===== config.mk =====
export PLATFORM = sky130hd
export DESIGN_NAME = cordic_prep_flat
export DESIGN_NICKNAME = d
export VERILOG_FILES = /design/src/rtl/cordic_prep_if.sv /design/src/rtl/cordic_prep.sv /design/src/flat_wrapper.sv
export SDC_FILE = /design/constraint.sdc
export NUM_CORES = 1
export LEC_CHECK = 0
export ABC_CLOCK_PERIOD_IN_PS = 8600
export BUFFER_PORTS_ARGS = -buffer_cell sky130_fd_sc_hd__buf_2
export CORE_MARGIN = 3
export CORE_UTILIZATION = 30
export CTS_CLUSTER_SIZE = 20
export DETAILED_ROUTE_END_ITERATION = 8
export GPL_TIMING_DRIVEN = 0
export PLACE_DENSITY_LB_ADDON = 0.05
export SYNTH_ARGS = -nofsm -noshare
export SYNTH_HDL_FRONTEND = slang
export SYNTH_SLANG_ARGS = --single-unit

===== constraint.sdc =====
create_clock -name clk -period 8.6 [get_ports clk]
set_input_delay 0.43 -clock clk [delete_from_list [all_inputs] [get_ports clk]]
set_output_delay 0.43 -clock clk [all_outputs]
set_load 0.01 [all_outputs]

===== src/rtl/cordic_prep_if.sv =====
// Handshake and operand bundle between the CORDIC front end and its neighbours.
//   master : angle source / back end (drives in_valid, angle_in, out_ready)
//   slave  : cordic_prep (drives in_ready, sh_en, stage-0 operands, tail tags, busy)
interface cordic_prep_if;
  logic               in_valid;
  logic               in_ready;
  logic signed [15:0] angle_in;
  logic               out_ready;
  logic               sh_en;
  logic signed [15:0] x_out;
  logic signed [15:0] y_out;
  logic signed [15:0] z_out;
  logic               tail_valid;
  logic               tail_flip;
  logic               busy;

  modport master (
    output in_valid, angle_in, out_ready,
    input  in_ready, sh_en, x_out, y_out, z_out, tail_valid, tail_flip, busy
  );

  modport slave (
    input  in_valid, angle_in, out_ready,
    output in_ready, sh_en, x_out, y_out, z_out, tail_valid, tail_flip, busy
  );
endinterface


===== src/rtl/cordic_prep.sv =====
// cordic_prep: front end of the CORDIC rotation pipeline.
// Accepts Q3.13 angles over valid/ready, clamps to [-pi, pi], folds into
// [-pi/2, pi/2], and loads stage-0 operands (x = K, y = 0, z = folded angle).
// A valid/flip tag delay line tracks each sample down to the last stage so
// the back end knows whether to negate cos/sin.
// Ports:
//   clk  - rising-edge clock
//   rst  - synchronous active-high reset
//   bus  - cordic_prep_if.slave: in_valid/in_ready/angle_in, out_ready,
//          sh_en, x_out/y_out/z_out, tail_valid/tail_flip, busy
module cordic_prep #(
  parameter int unsigned        STAGES      = 16,
  parameter logic signed [15:0] ANG_PI      = 16'sd25736,
  parameter logic signed [15:0] ANG_HALF_PI = 16'sd12868,
  parameter logic signed [15:0] K_INIT      = 16'sd9949
) (
  input  logic          clk,
  input  logic          rst,
  cordic_prep_if.slave  bus
);

  localparam logic signed [15:0] NEG_PI      = -ANG_PI;
  localparam logic signed [15:0] NEG_HALF_PI = -ANG_HALF_PI;

  logic               sh_en;
  logic               accept;
  logic signed [15:0] clamped;
  logic signed [15:0] folded;
  logic               fold_flip;

  logic [STAGES:0]    vld;
  logic [STAGES:0]    flip;
  logic signed [15:0] x_q, y_q, z_q;

  // Whole chain moves in lockstep with the back end; reset freezes it too.
  assign sh_en  = bus.out_ready & ~rst;
  assign accept = bus.in_valid & sh_en;

  always_comb begin
    clamped   = bus.angle_in;
    folded    = '0;
    fold_flip = 1'b0;
    if (bus.angle_in > ANG_PI) begin
      clamped = ANG_PI;
    end else if (bus.angle_in < NEG_PI) begin
      clamped = NEG_PI;
    end
    // Boundary values +/-pi/2 stay unfolded.
    if (clamped > ANG_HALF_PI) begin
      folded    = clamped - ANG_PI;
      fold_flip = 1'b1;
    end else if (clamped < NEG_HALF_PI) begin
      folded    = clamped + ANG_PI;
      fold_flip = 1'b1;
    end else begin
      folded    = clamped;
      fold_flip = 1'b0;
    end
  end

  always_ff @(posedge clk) begin
    if (rst) begin
      x_q  <= '0;
      y_q  <= '0;
      z_q  <= '0;
      vld  <= '0;
      flip <= '0;
    end else if (sh_en) begin
      // Non-accepted cycles inject a zeroed bubble.
      x_q  <= accept ? K_INIT : '0;
      y_q  <= '0;
      z_q  <= accept ? folded : '0;
      vld  <= {vld[STAGES-1:0], accept};
      flip <= {flip[STAGES-1:0], accept & fold_flip};
    end
  end

  assign bus.sh_en      = sh_en;
  assign bus.in_ready   = sh_en;
  assign bus.x_out      = x_q;
  assign bus.y_out      = y_q;
  assign bus.z_out      = z_q;
  assign bus.tail_valid = vld[STAGES];
  assign bus.tail_flip  = flip[STAGES];
  assign bus.busy       = |vld;

endmodule


===== src/flat_wrapper.sv =====
// flat-port wrapper written by rule: the top's interface ports become plain ports
module cordic_prep_flat 
#(
  parameter int unsigned        STAGES      = 16,
  parameter logic signed [15:0] ANG_PI      = 16'sd25736,
  parameter logic signed [15:0] ANG_HALF_PI = 16'sd12868,
  parameter logic signed [15:0] K_INIT      = 16'sd9949
)
  (clk, rst, bus_in_valid, bus_angle_in, bus_out_ready, bus_in_ready, bus_sh_en, bus_x_out, bus_y_out, bus_z_out, bus_tail_valid, bus_tail_flip, bus_busy);
  cordic_prep_if bus_i ();
  input  logic clk;
  input  logic rst;
  input wire logic [$bits(bus_i.in_valid)-1:0] bus_in_valid;
  input wire logic [$bits(bus_i.angle_in)-1:0] bus_angle_in;
  input wire logic [$bits(bus_i.out_ready)-1:0] bus_out_ready;
  output wire logic [$bits(bus_i.in_ready)-1:0] bus_in_ready;
  output wire logic [$bits(bus_i.sh_en)-1:0] bus_sh_en;
  output wire logic [$bits(bus_i.x_out)-1:0] bus_x_out;
  output wire logic [$bits(bus_i.y_out)-1:0] bus_y_out;
  output wire logic [$bits(bus_i.z_out)-1:0] bus_z_out;
  output wire logic [$bits(bus_i.tail_valid)-1:0] bus_tail_valid;
  output wire logic [$bits(bus_i.tail_flip)-1:0] bus_tail_flip;
  output wire logic [$bits(bus_i.busy)-1:0] bus_busy;
  assign bus_i.in_valid = bus_in_valid;
  assign bus_i.angle_in = bus_angle_in;
  assign bus_i.out_ready = bus_out_ready;
  assign bus_in_ready = bus_i.in_ready;
  assign bus_sh_en = bus_i.sh_en;
  assign bus_x_out = bus_i.x_out;
  assign bus_y_out = bus_i.y_out;
  assign bus_z_out = bus_i.z_out;
  assign bus_tail_valid = bus_i.tail_valid;
  assign bus_tail_flip = bus_i.tail_flip;
  assign bus_busy = bus_i.busy;
  cordic_prep #(.STAGES(STAGES), .ANG_PI(ANG_PI), .ANG_HALF_PI(ANG_HALF_PI), .K_INIT(K_INIT)) u_core (.clk(clk), .rst(rst), .bus(bus_i));
endmodule

==> impl_metrics.toml <==
[worst_setup_path]
crit_slowest_cell = "nor3_1"
cp.depth = 18
cp_cell_sequence = "buf_2 > buf_2 > a41o_1 > a31o_2 > a31o_2 > o21ai_0 > ha_1 > buf_6 > buf_4 > clkbuf_1 > nor3_1 > ha_1 > or3b_2 > a21boi_0 > o21ai_0 > a22oi_1 > xor2_1 > o21ai_0"
crit_buf_inv = 5
cpPeakStageDelay_ns = 0.50
start_kind = "input pin"
required_ns = 8.78
cpMostUsedCell = "o21ai_0"
arrival_ns = 4.91
reg2reg_depth = 2
cp-end-kind = "register"
worst-setup-path-type = "in -> reg"
path_max_fanout = 10
critPathTopFamily = "compound AO/OA/AOI/OAI gates"

[final_layout]
fillCellCount = 1005
final_cell_mix = "buf_2, dfxtp_1, nor2_1"
stdcell_count = 551
area_growth_pct = 18.1
final_layout_size_suffix_gt1_frac = 0.246
fin_nets = 445
design_area_mm2 = 0.00351
diodes = 0

[synth]
yosysSeqAreaShare = 0.337
synthArstFlopShare = 0
synth_seq_cells = 50
synth_top_area_share = 0.337
synth.largest_area_cell = "dfxtp_1"
ys_top_cells_by_area = "dfxtp_1, mux2i_1, buf_4"
syn_area_mm2 = 0.00297
synthFlopType = "dfxtp_1"
syn-instance-count = 351
synth-edff-count = 0
yosysWarnings = 0
ys_types = 67
synth.avg_cell_area_um2 = 8.47

[floorplan]
num_rows = 35
chipWidth_um = 106
start_util = 0.316
io_pins = 73
core_region_area_mm2 = 0.00942
die_area_mm2 = 0.0111
die_h_um = 106

[place]
port_buffers = 42
placed_area_mm2 = 0.00343
place_inst = 544
dp_slack_ns = 3.61
place.gp.congestion = 0.845
dpl.hpwl_mm = 5.97

[clocking]
cts_sinks = 50
path_clk_slew_ns = 0.09
cts_setup_buffers = 0
cts-root-buf = "clkbuf_8"
numCtsBuffers = 5
cts_buffer_depth = 2
insertion_delay_ns = 0.30
post_cts_resized = 0
htreeDepth = 2
cts_tree = "done"
hold_buffers = 0

[drt]
routed_wl_mm = 7.85
antenna_left = 0
wire_per_inst_um = 14.2
via_count = 2661
firstDrtPassIters = 4
drc_errors = 0
viasPerCell = 4.83
drtIter0Drc = 117

[sta]
post-route-min-period_ns = 4.74
tns_ns = 0
worst_slack_ns = 3.86
setup_viol = 0
clock.fmax_ghz = 0.211
finalHoldViolations = 0
max-slew-margin-rel = 0.142
fin_skew_ns = 0.00643
rsz0062_at_grt = "no"
fin_crit_sh = 0.551
tightest_slew_ns = 1.28
slew_violations = 0

[power_and_ir_drop]
peakVddDrop_uv = 62.4
leakage_nw = 1.58
p_per_area_mw_per_mm2 = 142

[hold_path]
hold_path.class = "in -> reg"
hold_path_depth = 2

[run_status]
outcome = "completed"

[grt]
grtUsageTotal = 0.140
grt_pass1_vias = 2495
antenna_found_initial = 0
grt-ovfl-total = 0
grt_pass1_wl_mm = 12.8
grt_start_max_net_pins = 16

[flow_run]
drv_cap = 0
==> power by group <==
part / switching [W] / total, W / internal [W]
sequential: 0.00000372 / 0.000241 / 0.000237
combinational: 0.0000730 / 0.000124 / 0.0000509
clock: 0.0000771 / 0.000133 / 0.0000557
total: 0.000154 / 0.000497 / 0.000344
==> Yosys cell counts, types with 4 or more instances <==
cell type and n:
dfxtp_1 50, nor2_1 46, buf_4 35, mux2i_1 33
nand2_1 22, o21ai_0 14, clkbuf_1 11, nor3_1 10
a21oi_1 8, buf_2 8, nor4_1 7, inv_1 6
nand3_1 6, a22o_1 5, o211ai_1 4
==> layout make-up <==
| type | count | area [um2] | area share |
|---|---|---|---|
| multi-input cells | 259 | 1650 | 0.470 |
| flip-flops and latches | 50 | 1000 | 0.285 |
| plain buffers | 58 | 382 | 0.109 |
| repair buffers | 42 | 210 | 0.0599 |
| well taps | 129 | 161 | 0.0460 |
| clock buffers | 5 | 68.8 | 0.0196 |
| inverters | 6 | 22.5 | 0.00642 |
| clock inverters | 2 | 15.0 | 0.00428 |
==> registers in the layout, indices dropped and copies added (netlist names) <==
signal and flops:
u_core.bus.z_out 16, u_core.vld 17, u_core.flip 17
==> metrics by stage <==
stage	hold slack, ns	utilization	total power (W)
global placement	0.436	0.364	0.000370
CTS	0.364	0.373	0.000506
finish	0.369	0.373	0.000497
floorplan	0.425	-	0.000335
global route	0.365	0.373	0.000529
detailed placement	0.438	0.364	0.000370
==> worst paths after layout <==
kind / start / end / slack (ns)
setup reg to reg: u_core.vld[0] / u_core.vld[1] / 7.74
hold reg to reg: u_core.bus.z_out[3] / u_core.bus.z_out[3] / 0.45
setup / recovery: bus_angle_in[6] / u_core.bus.z_out[13] / 3.86
hold / removal: rst / u_core.vld[16] / 0.37
==> cells by family after synthesis <==
family,after synthesis,share of synthesized area
simple gates,119,0.196
compound gates,76,0.191
buf+inv,64,0.136
flops,50,0.337
mux,33,0.111
xor+xnor,5,0.0147
fa+ha+maj,3,0.0126
other cells,1,0.00126
==> metal layers <==
metal	part of all wire	global-route usage	vias to the layer above	wire [um]
li1	-	-	1360	-
met1	0.47	0.184	1233	3680
met2	0.48	0.238	62	3780
met3	0.041	0.0269	6	318
met4	0.0083	0.0278	0	65
met5	0	0	-	0
==> worst register-to-register path, delay by kind of cell (launching register included) <==
family | cells | cell delay (ns)
DFF | 1 | 0.58
muxes | 1 | 0.13
and+or+nand+nor | 1 | 0.10
No activity file was read; power rests on OpenSTA's default activity.
